File: config.mk
export PLATFORM = sky130hd
export DESIGN_NAME = mem_reader
export DESIGN_NICKNAME = d
export VERILOG_FILES = /design/src/rtl/mem_reader_pkg.sv /design/src/rtl/mem_reader.sv
export SDC_FILE = /design/constraint.sdc
export NUM_CORES = 1
export LEC_CHECK = 0
export ABC_AREA = 1
export CAP_MARGIN = 40
export CORE_AREA = 4 4 100 93
export CTS_BUF_LIST = sky130_fd_sc_hd__clkbuf_16
export CTS_CLUSTER_DIAMETER = 60
export DETAILED_ROUTE_END_ITERATION = 7
export DIE_AREA = 0 0 104 97
export GPL_ROUTABILITY_DRIVEN = 1
export PLACE_DENSITY_LB_ADDON = 0.25
export SLEW_MARGIN = 40
export SYNTH_ARGS = -nofsm -noshare
export SYNTH_HDL_FRONTEND = slang
export SYNTH_SLANG_ARGS = --single-unit
File: constraint.sdc
create_clock -name clk -period 1.9 [get_ports clk]
set_clock_uncertainty 0.15 [all_clocks]
set_input_delay 0.19 -clock clk [delete_from_list [all_inputs] [get_ports clk]]
set_output_delay 0.19 -clock clk [all_outputs]
set_load 0.03 [all_outputs]
File: src/rtl/mem_reader_pkg.sv
// Shared definitions for the byte-serial memory reader.
// Holds the FSM state encoding, the request size encodings and the fixed
// address/data widths used by mem_reader.
package mem_reader_pkg;

    localparam int ADDR_WIDTH = 24;
    localparam int DATA_WIDTH = 32;

    typedef enum logic [1:0] {
        ST_IDLE = 2'd0,
        ST_READ = 2'd1,
        ST_DONE = 2'd2
    } state_e;

    // size field: number of bytes minus one
    localparam logic [1:0] SIZE_1B = 2'd0;
    localparam logic [1:0] SIZE_2B = 2'd1;
    localparam logic [1:0] SIZE_3B = 2'd2;
    localparam logic [1:0] SIZE_4B = 2'd3;

endpackage

File: src/rtl/mem_reader.sv
// Purpose : reads 1..4 consecutive bytes from a 1-cycle-latency byte memory
//           and assembles them little-endian, zero-extended, into data_out.
// Latency : done pulses n+1 clocks after the accepting start edge (n = size+1).
// Backpr. : start is sampled only while not busy (IDLE or DONE); requests
//           arriving during READ are dropped, latched request is unaffected.
// Build   : define MEM_READER_BANK_WRAP_EN to wrap increments inside the
//           64 KiB bank (only mem_address[15:0] counts); otherwise 24-bit wrap.
// Ports   : clk, reset (sync, active-high); start/address/size request;
//           busy, done, data_out status/result; mem_address/mem_data_in
//           memory read port.
module mem_reader
    import mem_reader_pkg::*;
(
    input  logic                  clk,
    input  logic                  reset,
    input  logic                  start,
    input  logic [ADDR_WIDTH-1:0] address,
    input  logic [1:0]            size,
    output logic                  busy,
    output logic                  done,
    output logic [DATA_WIDTH-1:0] data_out,
    output logic [ADDR_WIDTH-1:0] mem_address,
    input  logic [7:0]            mem_data_in
);

    state_e                  state_q;
    logic                    busy_q;
    logic                    done_q;
    logic [DATA_WIDTH-1:0]   data_q;
    logic [ADDR_WIDTH-1:0]   mem_addr_q;
    logic [ADDR_WIDTH-1:0]   mem_addr_d;
    logic [1:0]              size_q;
    // cycles spent in READ; byte (cyc_q-1) arrives on the edge ending cycle cyc_q
    logic [2:0]              cyc_q;
    logic [1:0]              byte_idx;

    always_comb begin
        mem_addr_d = mem_addr_q;
`ifdef MEM_READER_BANK_WRAP_EN
        mem_addr_d = {mem_addr_q[23:16], mem_addr_q[15:0] + 16'd1};
`else
        mem_addr_d = mem_addr_q + 24'd1;
`endif
    end

    // cyc_q==4 wraps to index 3, which is the last byte of a 4-byte read
    assign byte_idx = cyc_q[1:0] - 2'd1;

    always_ff @(posedge clk) begin
        if (reset) begin
            state_q    <= ST_IDLE;
            busy_q     <= 1'b0;
            done_q     <= 1'b0;
            data_q     <= '0;
            mem_addr_q <= '0;
            size_q     <= SIZE_1B;
            cyc_q      <= '0;
        end else begin
            case (state_q)
                ST_IDLE, ST_DONE: begin
                    done_q  <= 1'b0;
                    busy_q  <= 1'b0;
                    state_q <= ST_IDLE;
                    if (start) begin
                        size_q     <= size;
                        mem_addr_q <= address;
                        data_q     <= '0;
                        cyc_q      <= '0;
                        busy_q     <= 1'b1;
                        state_q    <= ST_READ;
                    end
                end
                ST_READ: begin
                    cyc_q <= cyc_q + 3'd1;
                    // keep presenting new addresses until the last byte's is out
                    if (cyc_q < {1'b0, size_q}) begin
                        mem_addr_q <= mem_addr_d;
                    end
                    if (cyc_q != 3'd0) begin
                        data_q[{byte_idx, 3'b000} +: 8] <= mem_data_in;
                        if (byte_idx == size_q) begin
                            state_q <= ST_DONE;
                            busy_q  <= 1'b0;
                            done_q  <= 1'b1;
                        end
                    end
                end
                default: begin
                    state_q <= ST_IDLE;
                    busy_q  <= 1'b0;
                    done_q  <= 1'b0;
                end
            endcase
        end
    end

    assign busy        = busy_q;
    assign done        = done_q;
    assign data_out    = data_q;
    assign mem_address = mem_addr_q;

endmodule
==> out/metrics.cfg, run 1 <==
[status]
status = finished clean

[route]
wirelength_um = 10390
drtIter0Drc = 190
wire_per_inst_um = 14.04
firstDrtPassIters = 5
drtAntennaViolNets = 0
vias_per_cell = 5.186
dr_total_vias = 3838
drcViolationCount = 0

[timing]
slew_viol_final = 0
finalCriticalPeriod_ps = 1825
post-route-period-util_pct = 96.08
slew_headroom_pct = 65.19
worstMarginPinSlew_ps = 522.1
finalSetupViolations = 0
rsz0062_at_grt = yes
hold_viol = 0
clock.fmax_ghz = 0.5478

[worst_hold_path]
min-delay-start = address[1]
hp-class = input port to flop
holdPathEnd = mem_address[1]
holdPathStages = 3

[cells_and_area]
final_util_pct = 60.67
seqCellArea_um2 = 1304
fill_cells = 738
diodes = 0
final_cells = 740
area_growth_pct = 41.78
multi_input_area_um2 = 1987
nNetsFinal = 679
layout-drive-gt1-share_pct = 11.13

[synth]
ys_seq_area_share_pct = 36.52
synth_area_um2 = 3563
synthesis.nets = 573
synth_area_per_cell_um2 = 6.762
synth-main-ff-cell = dfxtp_1
synth-warning-count = 0
synth_most_common_cell = nand2_1
yosys.area.top_type = dfxtp_1
synth_top_area_share_pct = 36.52
yosys_register_bits = 65
yosys.cell_types.count = 42
synth_common_cells = nand2_1, nor2_1, dfxtp_1
synth_edf_count = 0
synth_area_leaders = dfxtp_1, nand2_1, nor2_1, o21ai_0, a21oi_1
synthArstFlopShare_pct = 0
synth_cells = 527

[setup_path]
critPathMaxStageDelay_ps = 350
r2r_end = mem_address[8]
cp.arrival_ps = 1930
reg2reg_setup_slack_ps = 70
reg2reg_from = size_q[1]
cpMostUsedCell = inv_1
critical_path.endpoint_type = flop
path_class = flop to flop
worstSetupStartpointType = flop
cp_slowest_cell = dfxtp_1
path_max_fanout = 25
worst-endpoint-required_ps = 2010
crit_chain = inv_1, ha_1, inv_1, o211ai_2, nand2_2, inv_2, o21ai_0, a21oi_1
reg2regPathDepth = 8

[floorplanning]
initial_core_util_pct = 42.79
ios = 95
dieHeight_um = 97
fp.dieArea_um2 = 10090
dieWidth_um = 104
fp-row-count = 32
core_um2 = 8328

[grt]
grt_max_degree = 40
gr-total-overflow = 0
grt_usage_pct = 20.12
grt_pass1_wl_um = 16930
grt_pass1_vias = 3566
antenna_found_initial = 0

[pwr]
pwr_density_cell_nw_per_um2 = 911.3
p_total_mw = 4.604
power.leakage_nw = 1.930
irDropWorstVdd_mv = 0.6488

[clock_tree]
hold_buffers = 0
numCtsBuffers = 9
clk_latency_ps = 330
clk_pin_slew_worst_paths_ps = 60
cts_root_buffer = clkbuf_16
ctsLongestPathBuffers = 2
cts_num_sinks = 65
h-tree-depth = 3
cts_tree = done

[placement]
gp_congestion = 0.8632
numPortBuffers = 94
dp_hpwl_um = 7364
dp.cells = 720

[flow_run]
drv_cap = 0

-- timing repair --
action                                  4_1_cts  5_1_grt
setup buffers                                 0        3
gates resized for setup                       0       15
endpoints found under the setup margin        0       46
-- routing by layer --
metal  GRT usage [%]  wire length, um
met5               0                0
met1           27.55             4949
met4           6.033               87
met3           4.003              571
met2           32.08             4781
-- cell type report --
cell class                      instances  area share, %
Clock buffer                            9          4.458
Tap cell                              102          2.526
Sequential cell                        65          25.80
Multi-Input combinational cell        386          39.33
Clock inverter                          7          2.031
Timing Repair Buffer                  113          21.50
Inverter                               58          4.359
-- critical path: cells and delay by family (launching register included) --
family / cells / cell delay [ps]
buf+inv: 3 / 450
fa+ha+maj: 1 / 280
simple gates: 1 / 70
compound gates: 3 / 450
flops: 1 / 350
-- how the worst max path moves through the flow --
stage | startpoint | endpoint | slack (ps) | depth (start not counted)
after floorplan | cyc_q[0] | data_out[28] | 70 | 5
after global placement | cyc_q[1] | state_q[0] | 100 | 8
after CTS | cyc_q[1] | busy | 10 | 8
after detailed placement | cyc_q[1] | busy | 20 | 8
after global routing | size_q[1] | mem_address[8] | -80 | 8
final | size_q[1] | mem_address[8] | 70 | 8
-- through the flow --
| stage | setup slack [ps] | cell area [um2] | setup TNS [ps] | hold slack, ps |
|---|---|---|---|---|
| detailed placement | 19.67 | 4636 | 0 | 315.3 |
| global placement | 95.79 | 4636 | 0 | 305.0 |
| global route | -76.51 | 5052 | -852.9 | 328.1 |
| CTS | 12.56 | 4964 | 0 | 289.8 |
| finish | 74.54 | 5052 | 0 | 296.1 |
| floorplan | 68.15 | 3565 | 0 | 184.5 |
-- power breakdown --
group	leakage (nW)	internal, mW	total, mW	switching [mW]
sequential	0.534	1.49	1.59	0.109
clock	0.157	1.16	1.82	0.659
combinational	1.24	0.483	1.19	0.706
total	1.93	3.13	4.60	1.47
-- state kept, by name, indices dropped and copies added, names as in the netlist --
register and flops:
size_q 2, cyc_q 3, state_q 2, data_out 32, done 1, mem_address 24
busy 1
-- logic make-up after synthesis --
logic type                 after synthesis  synth area share, %
buffers and inverters                   77                9.480
DFF                                     65                36.52
and+or+nand+nor                        250                30.65
adders and majority gates                9                3.160
AOI/OAI and AO/OA                      123                19.45
xor gates and xnor gates                 3               0.7375
-- cells in the final DEF, fill, tap and decap left out, types with 2 or more instances in the layout --
cell type	Yosys	routed
o21ai_1	3	4
a21oi_1	44	44
nor3_1	3	3
o31ai_1	7	7
inv_1	54	53
buf_4	1	19
a21oi_4	2	3
or2_2	2	2
o21ai_0	51	50
o22ai_1	8	8
nand2_1	103	103
clkbuf_16	0	9
ha_1	9	8
xnor2_1	3	3
bufinv_16	0	2
nand2_4	3	3
inv_2	3	4
nand3b_1	3	3
nor2_2	5	6
dfxtp_1	65	63
nand2_2	3	3
inv_6	0	2
clkdlybuf4s50_1	0	93
nand4_1	4	4
nor2_1	98	95
nand3_1	20	19
dfxtp_2	0	2
clkinv_4	0	2
nand4_4	1	2
nor2_4	2	5
a31oi_1	2	2
(Power assumes the default switching activity.)
==> inputs of run 2 (changes only) <==
--- a/config.mk
+++ b/config.mk
@@ -6,6 +6,7 @@
 export NUM_CORES = 1
 export LEC_CHECK = 0
 export ABC_AREA = 1
+export ABC_CLOCK_PERIOD_IN_PS = 1900
 export CAP_MARGIN = 40
 export CORE_AREA = 4 4 100 93
 export CTS_BUF_LIST = sky130_fd_sc_hd__clkbuf_16
==> constraint.sdc (replaced) <==
create_clock -name clk -period 1.9 [get_ports clk]
set_clock_uncertainty 0.15 [all_clocks]
set_input_delay 0.19 -clock clk [delete_from_list [all_inputs] [get_ports clk]]
set_output_delay 0.19 -clock clk [all_outputs]
set_load 0.01 [all_outputs]
==> out/metrics.cfg, run 2 (synthesis results as in run 1) <==
[floorplanning]
ios = 95
fp-row-count = 32
dieHeight_um = 97
initial_core_util_pct = 42.79
core_um2 = 8328
dieWidth_um = 104
fp.dieArea_um2 = 10090

[timing]
clock.fmax_ghz = 0.5304
tns_ps = 0
slew_viol_final = 0
post-route-period-util_pct = 99.23
hold_viol = 0
slew_headroom_pct = 66.55
whs_ps = 316.2
rsz0062_at_grt = yes
finalSetupViolations = 0
worstMarginPinSlew_ps = 501.7
finalCriticalPeriod_ps = 1885

[pwr]
swShare_pct = 29.10
irDropWorstVdd_mv = 0.4602
clockPowerShare_pct = 40.7
power.leakage_nw = 1.903
comb_power_share_pct = 22.9
switchingPower_mw = 1.273
power_frac_seq_pct = 36.4
pwr_density_cell_nw_per_um2 = 873.4
p_int_mw = 3.102

[setup_path]
reg2regPathDepth = 8
reg2reg_from = cyc_q[1]
worstSetupStartpointType = flop
cpMostUsedCell = inv_1
path_class = flop to flop
reg2reg_setup_slack_ps = 10
path_max_fanout = 8
worst-endpoint-required_ps = 2020
crit_chain = inv_1, ha_2, inv_1, nor3_2, nand4_4, o22ai_1, inv_1, nor2_1
path_buf_inv = 3
cp_slowest_cell = ha_2
cp_top_family = simple AND/OR/NAND/NOR gates
r2r_end = data_out[4]
cp.arrival_ps = 2000
critPathMaxStageDelay_ps = 380
critical_path.endpoint_type = flop

[status]
status = finished clean

[cells_and_area]
area_growth_pct = 40.59
layout_commonest_cell = nand2_1
largest_reg_flops = 32
diodes = 0
nNetsFinal = 677
final_cells = 738
layout-drive-gt1-share_pct = 10.53
final_cell_mix = nand2_1, nor2_1, clkdlybuf4s50_1, dfxtp_1, inv_1

[worst_hold_path]
min-delay-start = address[1]
hp-class = input port to flop
holdPathStages = 3
holdPathEnd = mem_address[1]

[clock_tree]
hold_buffers = 0
numCtsBuffers = 9
post_cts_buffers = 0
cts_num_sinks = 65
clk_pin_slew_worst_paths_ps = 60
cts_tree = done
clk_latency_ps = 330
cts_root_buffer = clkbuf_16
h-tree-depth = 3
ctsLongestPathBuffers = 2

[route]
wirelength_um = 10400
wire_per_inst_um = 14.09
vias_per_cell = 5.137
drcViolationCount = 0
firstDrtPassIters = 5
drtIter0Drc = 149
dr_total_vias = 3791
drtAntennaViolNets = 0

[grt]
grt_pass1_wl_um = 17220
globalRoute.busiestLayer = met2
use_met2_pct = 32.38
use_met1_pct = 27.83
antenna_found_initial = 0
grt_use_met3_pct = 5.270
grt_pass1_vias = 3615
gr-total-overflow = 0
grt_max_degree = 40
grt_usage_pct = 20.43

[placement]
dp_hpwl_um = 7372
dp.cells = 721
gp_congestion = 0.8581
numPortBuffers = 94

[flow_run]
drv_cap = 0

run 2: cell count changes in the layout (fill, tap and decap cells not counted), moves of 2 or more:
| cell | before | now |
|---|---|---|
| o22ai_2 | 0 | 2 |
| clkinv_2 | 0 | 2 |
| buf_4 | 19 | 17 |
| nor2_1 | 95 | 97 |
| o22ai_1 | 8 | 6 |
| nor2_4 | 5 | 3 |
| inv_6 | 2 | 0 |
run 2: per-layer routing:
layer  share of wire, %  vias up  wire length [um]
li1                   -     1929                 -
met1                 47     1737              4936
met2                 45      117              4729
met3                6.2        8               646
met4               0.84        0                87
met5                  0        -                 0
run 2: worst max-delay path by stage:
stage | start | end | slack (ps) | cells past startpoint
CTS | cyc_q[1] | data_out[21] | 20 | 7
global placement | cyc_q[1] | state_q[0] | 100 | 8
global route | cyc_q[1] | data_out[4] | -120 | 8
detailed placement | start | data_out[21] | 20 | 8
floorplan | cyc_q[0] | data_out[28] | 70 | 5
finish | cyc_q[1] | data_out[4] | 10 | 8
run 2: what timing repair did:
action,4_1_cts,5_1_grt
gates resized for setup,0,8
endpoints found under the hold margin,0,0
endpoints found under the setup margin,0,43
run 2: layout make-up:
cell class                 instances  area, um2
clock buffer                       9      225.2
clock inverter                     7      95.09
fill                             794       3318
inverter                          58      220.2
multi-input combinational        386       1969
sequential                        65       1304
tap                              102      127.6
timing repair buffer             111       1069
run 2: per-stage QoR:
step | cell area, um2 | util [%] | setup slack, ps | power (mW)
after floorplan | 3565 | - | 68.16 | 2.151
after global placement | 4643 | 55.75 | 95.26 | 2.576
after detailed placement | 4643 | 55.75 | 18.92 | 2.596
after CTS | 4964 | 59.60 | 17.57 | 4.380
after global routing | 5010 | 60.16 | -125.0 | 4.579
final | 5010 | 60.16 | 14.58 | 4.375
run 2: worst min-delay path, stage by stage:
cell and delay (ps):
clkdlybuf4s50_1 410, nand2_1 80, a31oi_1 70
run 2: power groups by stage:
stage	clock (mW)	sequential, mW	combinational, mW
final	1.78	1.59	1.00
after global routing	1.86	1.61	1.11
after CTS	1.80	1.59	0.989
after detailed placement	0	1.62	0.980
after global placement	0	1.62	0.960
after floorplan	0	1.66	0.493
==> inputs of run 3 (changes only) <==
--- a/config.mk
+++ b/config.mk
@@ -8,11 +8,11 @@
 export ABC_AREA = 1
 export ABC_CLOCK_PERIOD_IN_PS = 1900
 export CAP_MARGIN = 40
-export CORE_AREA = 4 4 100 93
+export CORE_AREA = 2 2 98 91
 export CTS_BUF_LIST = sky130_fd_sc_hd__clkbuf_16
 export CTS_CLUSTER_DIAMETER = 60
 export DETAILED_ROUTE_END_ITERATION = 7
-export DIE_AREA = 0 0 104 97
+export DIE_AREA = 0 0 100 93
 export GPL_ROUTABILITY_DRIVEN = 1
 export PLACE_DENSITY_LB_ADDON = 0.25
 export SLEW_MARGIN = 40
==> out/metrics.cfg, run 3 (synthesis results as in run 1) <==
[pwr]
power_frac_seq_pct = 38.5
p_int_mw = 2.867
irDropWorstVdd_mv = 0.4516
switchingPower_mw = 1.286
clockPowerShare_pct = 36.2
pwr_density_cell_nw_per_um2 = 824.5
comb_power_share_pct = 25.3
p_total_mw = 4.152
power.leakage_nw = 1.914
swShare_pct = 30.97

[clock_tree]
hold_buffers = 0
cts_root_buffer = clkbuf_16
clk_pin_slew_worst_paths_ps = 60
ctsLongestPathBuffers = 2
cts_tree = done
cts_num_sinks = 65
clk_latency_ps = 320
numCtsBuffers = 9
h-tree-depth = 3

[timing]
slew_viol_final = 0
hold_viol = 0
finalSetupViolations = 0
clock.fmax_ghz = 0.5468
tns_ps = 0
slew_headroom_pct = 67.30
finalCriticalPeriod_ps = 1829
post-route-period-util_pct = 96.25
worstMarginPinSlew_ps = 490.5
whs_ps = 315.6
rsz0062_at_grt = yes

[grt]
globalRoute.busiestLayer = met2
grt_use_met3_pct = 4.036
use_met2_pct = 35.59
grt_pass1_wl_um = 16910
grt_max_degree = 40
gr-total-overflow = 0
grt_pass1_vias = 3536
antenna_found_initial = 0
grt_usage_pct = 22.51
use_met1_pct = 31.60

[cells_and_area]
layout-drive-gt1-share_pct = 10.82
final_util_pct = 60.47
nNetsFinal = 679
final_cells = 740
area_growth_pct = 41.33
layout_commonest_cell = nand2_1
diodes = 0
final_cell_mix = nand2_1, nor2_1, clkdlybuf4s50_1, dfxtp_1, inv_1
largest_reg_flops = 32

[placement]
gp_congestion = 0.8823
dp_hpwl_um = 7280
numPortBuffers = 94
dp.cells = 721

[floorplanning]
ios = 95
dieHeight_um = 93
fp.dieArea_um2 = 9300
dieWidth_um = 100
initial_core_util_pct = 42.79
fp-row-count = 32
core_um2 = 8328

[setup_path]
critical_path.endpoint_type = flop
path_class = flop to flop
worst-endpoint-required_ps = 1950
cp.arrival_ps = 1880
path_max_fanout = 8
worstSetupStartpointType = flop

[route]
wirelength_um = 10500
dr_total_vias = 3814
drtAntennaViolNets = 0
vias_per_cell = 5.154
drtIter0Drc = 181
firstDrtPassIters = 5
drcViolationCount = 0
wire_per_inst_um = 14.19

[status]
status = finished clean

[flow_run]
drv_cap = 0

[worst_hold_path]
hp-class = input port to flop

-- run 3: power by group through the flow --
stage / clock (mW) / combinational [mW] / sequential (mW)
final: 1.50 / 1.05 / 1.60
after floorplan: 0 / 0.493 / 1.66
after global placement: 0 / 0.959 / 1.62
after global routing: 1.58 / 1.15 / 1.62
after detailed placement: 0 / 0.978 / 1.62
after CTS: 1.52 / 0.992 / 1.60
-- run 3: worst paths after layout --
path / startpoint / end / slack, ps / cells after the start
worst min-delay path: address[1] / mem_address[1] / 320 / 3
worst max register to register: cyc_q[1] / data_out[18] / 70 / 11
worst max-delay path: cyc_q[1] / data_out[18] / 70 / 11
worst min register to register: busy / busy / 340 / 2
-- run 3: final cells by class --
type / instances / area (um2)
fillers: 760 / 3292
multi-input cells: 385 / 1979
flip-flops and latches: 65 / 1304
repair buffers: 114 / 1126
inverters: 58 / 227.7
clock buffers: 9 / 225.2
well taps: 102 / 127.6
clock inverters: 7 / 46.29
-- run 3: per-stage QoR --
stage               worst slack, ps  area [um2]
finish                        71.18        5036
global route                 -51.81        5036
CTS                         -0.8773        4936
detailed placement           -7.512        4656
global placement              101.2        4656
floorplan                     68.16        3565
-- run 3: critical path, cell delays in order, from the launching register on --
cell	delay, ps
dfxtp_2	340
inv_1	100
ha_2	180
inv_1	70
nor2_4	140
nand2_4	100
nand2_8	120
nor2_4	50
buf_12	140
buf_4	130
o21ai_0	130
nor2_1	60
-- run 3: what timing repair did --
action,4_1_cts,5_1_grt
endpoints found under the setup margin,3,49
buffers inserted,0,3
resized for setup,1,23
pin swaps,0,4
-- run 3: layer usage --
metal | part of all wire [%] | up-vias | wire length [um]
met2 | 45 | 122 | 4764
li1 | - | 1924 | -
met4 | 1.4 | 0 | 146
met1 | 47 | 1754 | 4983
met3 | 5.8 | 14 | 608
met5 | 0 | - | 0
==> variant: new RTL, flow settings as in run 1 <==
Make the reset (`reset`) asynchronous in one clocked block.
--- a/src/rtl/mem_reader.sv
+++ b/src/rtl/mem_reader.sv
@@ -46,7 +46,7 @@
     // cyc_q==4 wraps to index 3, which is the last byte of a 4-byte read
     assign byte_idx = cyc_q[1:0] - 2'd1;
 
-    always_ff @(posedge clk) begin
+    always_ff @(posedge clk or posedge reset) begin
         if (reset) begin
             state_q    <= ST_IDLE;
             busy_q     <= 1'b0;
Formal check against the unedited RTL: differs if reset is asserted again (counterexample within 4 cycles, from zero or initial values and one cycle with reset high); with reset held inactive, the same outputs for 10 cycles.
==> variant against run 1 <==
  * Area after synthesis grew 1.8%
  * Highest routed layer unchanged
  * Via count decreased by 7.5%
  * Cell area rose by 1.1%
  * Critical path type is now reg -> out
  * Critical path depth is 7 lower
  * Global-route usage down 0.28 points
  * Worst setup slack worse by 0.033 ns
  * First-iteration DRC count decreased by 21%
  * Wire length fell by 6.4%
  * Sequential cell count down 1
Power is not compared: it rests on default switching activity, and its combinational part moved more than twofold at a synthesized area within 25%.
==> variant: results <==
[outcome]
status = finished clean

[clock_network]
htree_num_levels = 3
cts.path.max_buffers = 2
cts_buffers = 9
clock_latency_ns = 0.33
root_buffer = clkbuf_16
clkTransAtPathRegs_ns = 0.06

[pwr]
power_leakage_nw = 2.39
power.switching_mw = 4.24
peakVddDrop_mv = 0.884
clockPowerShare_pct = 17.0

[synth]
ys_types = 32
synth_area_leaders = dfrtp_1 44%, nand2_1 13%, nand3_1 6.9%
synth_edf_count = 0
synthTopCellsByCount = 121 x nand2_1, 64 x dfrtp_1, 60 x inv_1
ys.flop_type = dfrtp_1
ys_seq_area_share_pct = 44.1
synth_warnings = 0
synth_cells = 480
syn-num-nets = 526
async_flop_share_pct = 100

[critical_path]
arrival_ns = 1.52
r2r.worst_path.cells = 9
crit_fanout = 5
r2r-end = mem_address[12]
cp_slowest_cell = clkdlybuf4s50_1
cp_slowest_stage_delay_ns = 0.72
cp-endpoint = mem_address[13]
rrSetupSlack_ns = 0.09
crit_family = buffers and inverters
rr_startpoint = cyc_q[1]
crit_start = mem_address[13]

[cells_and_area]
largest_reg_flops = 32
fillCellCount = 749
nNetsFinal = 635
finalNonFillerCells = 696
n_antenna_cell = 0
drive_gt1_share_pct = 10.9

[hold_path]
hp-class = in -> async

[timing]
hold_ws_ns = 0.0520
tightest_slew_ns = 0.395

[grt]
grt_pass1_vias = 3414
grt_max_degree = 28
grt_pass1_wl_mm = 16.4
grt_use_total_pct = 19.8
antenna_found_initial = 0

[place]
portBuffers = 94
place.detailed.hpwl_mm = 7.17
dpl.cell_count = 677
place_congestion = 0.856

[route]
wl_per_cell_um = 14.0
dr.pass1.iters = 5
routed-via-count = 3551
detail_route.iter0.violations = 150

[run]
cap_violations = 0
## variant: logic make-up (layout without fill, tap and decap cells)
| kind of cell | after synthesis | after routing | synth area share (%) |
|---|---|---|---|
| XOR/XNOR | 2 | 2 | 0.483 |
| flip-flops | 64 | 64 | 44.1 |
| AND/OR/NAND/NOR | 252 | 252 | 30.4 |
| buffers and inverters | 76 | 190 | 8.97 |
| adder cells (fa/ha/maj) | 9 | 9 | 3.10 |
| AO/OA/AOI/OAI | 76 | 76 | 12.6 |
| multiplexers | 1 | 1 | 0.310 |
## variant: how the worst min path moves through the flow
stage / start / end / cells after the start
finish: reset / mem_address[21] / 2
global route: reset / mem_address[21] / 2
CTS: reset / mem_address[21] / 2
detailed placement: busy / busy / 2
global placement: busy / busy / 2
floorplan: reset / busy / 1
## variant: area by class of cell
class                   instances  area share, %
multi-input cells             340           33.7
flip-flops and latches         64           31.4
repair buffers                111           22.2
inverters                      63           4.85
clock buffers                   9           4.41
well taps                     102           2.50
clock inverters                 7          0.955
## variant: worst reg2reg max path, stage by stage (launching register included)
cell and delay (ns):
dfrtp_2 0.44, ha_1 0.29, inv_1 0.04, o211ai_1 0.18, nand2_2 0.11, buf_6 0.18, o21ai_0 0.11, nand2_1 0.09
nand2_1 0.08, inv_1 0.03
## variant: power by group through the flow
| stage | logic [mW] | registers (mW) | clock network (mW) |
|---|---|---|---|
| 2_1_floorplan | 2.60 | 2.94 | 0 |
| 3_3_place_gp | 4.64 | 2.30 | 0 |
| 3_5_place_dp | 4.74 | 2.31 | 0 |
| 4_1_cts | 4.92 | 2.29 | 1.53 |
| 5_1_grt | 5.53 | 2.37 | 1.58 |
| 6_report | 5.01 | 2.30 | 1.50 |
## variant: through the flow
stage                     worst slack [ns]  power [mW]  instance area (sq um)  util (%)
after floorplan                     0.0580        5.54                   3630         -
after global placement               0.111        6.94                   4740      57.0
after detailed placement          -0.00146        7.05                   4740      57.0
after CTS                           0.0160        8.74                   5060      60.7
after global routing              0.000659        9.48                   5110      61.4
final                               0.0418        8.82                   5110      61.4
## variant: what timing repair did
| action | CTS | global route |
|---|---|---|
| endpoints found under the setup margin | 8 | 56 |
| hold buffers | 0 | 0 |
| buffers inserted | 2 | 1 |
| pin swaps | 0 | 2 |
| gates resized for setup | 0 | 18 |
## variant: per-layer routing
metal / GRT usage (%) / vias up / wire length [um]
li1: - / 1772 / -
met1: 26.0 / 1658 / 4380
met2: 32.0 / 104 / 4650
met3: 5.40 / 17 / 536
met4: 6.34 / 0 / 164
met5: 0 / - / 0
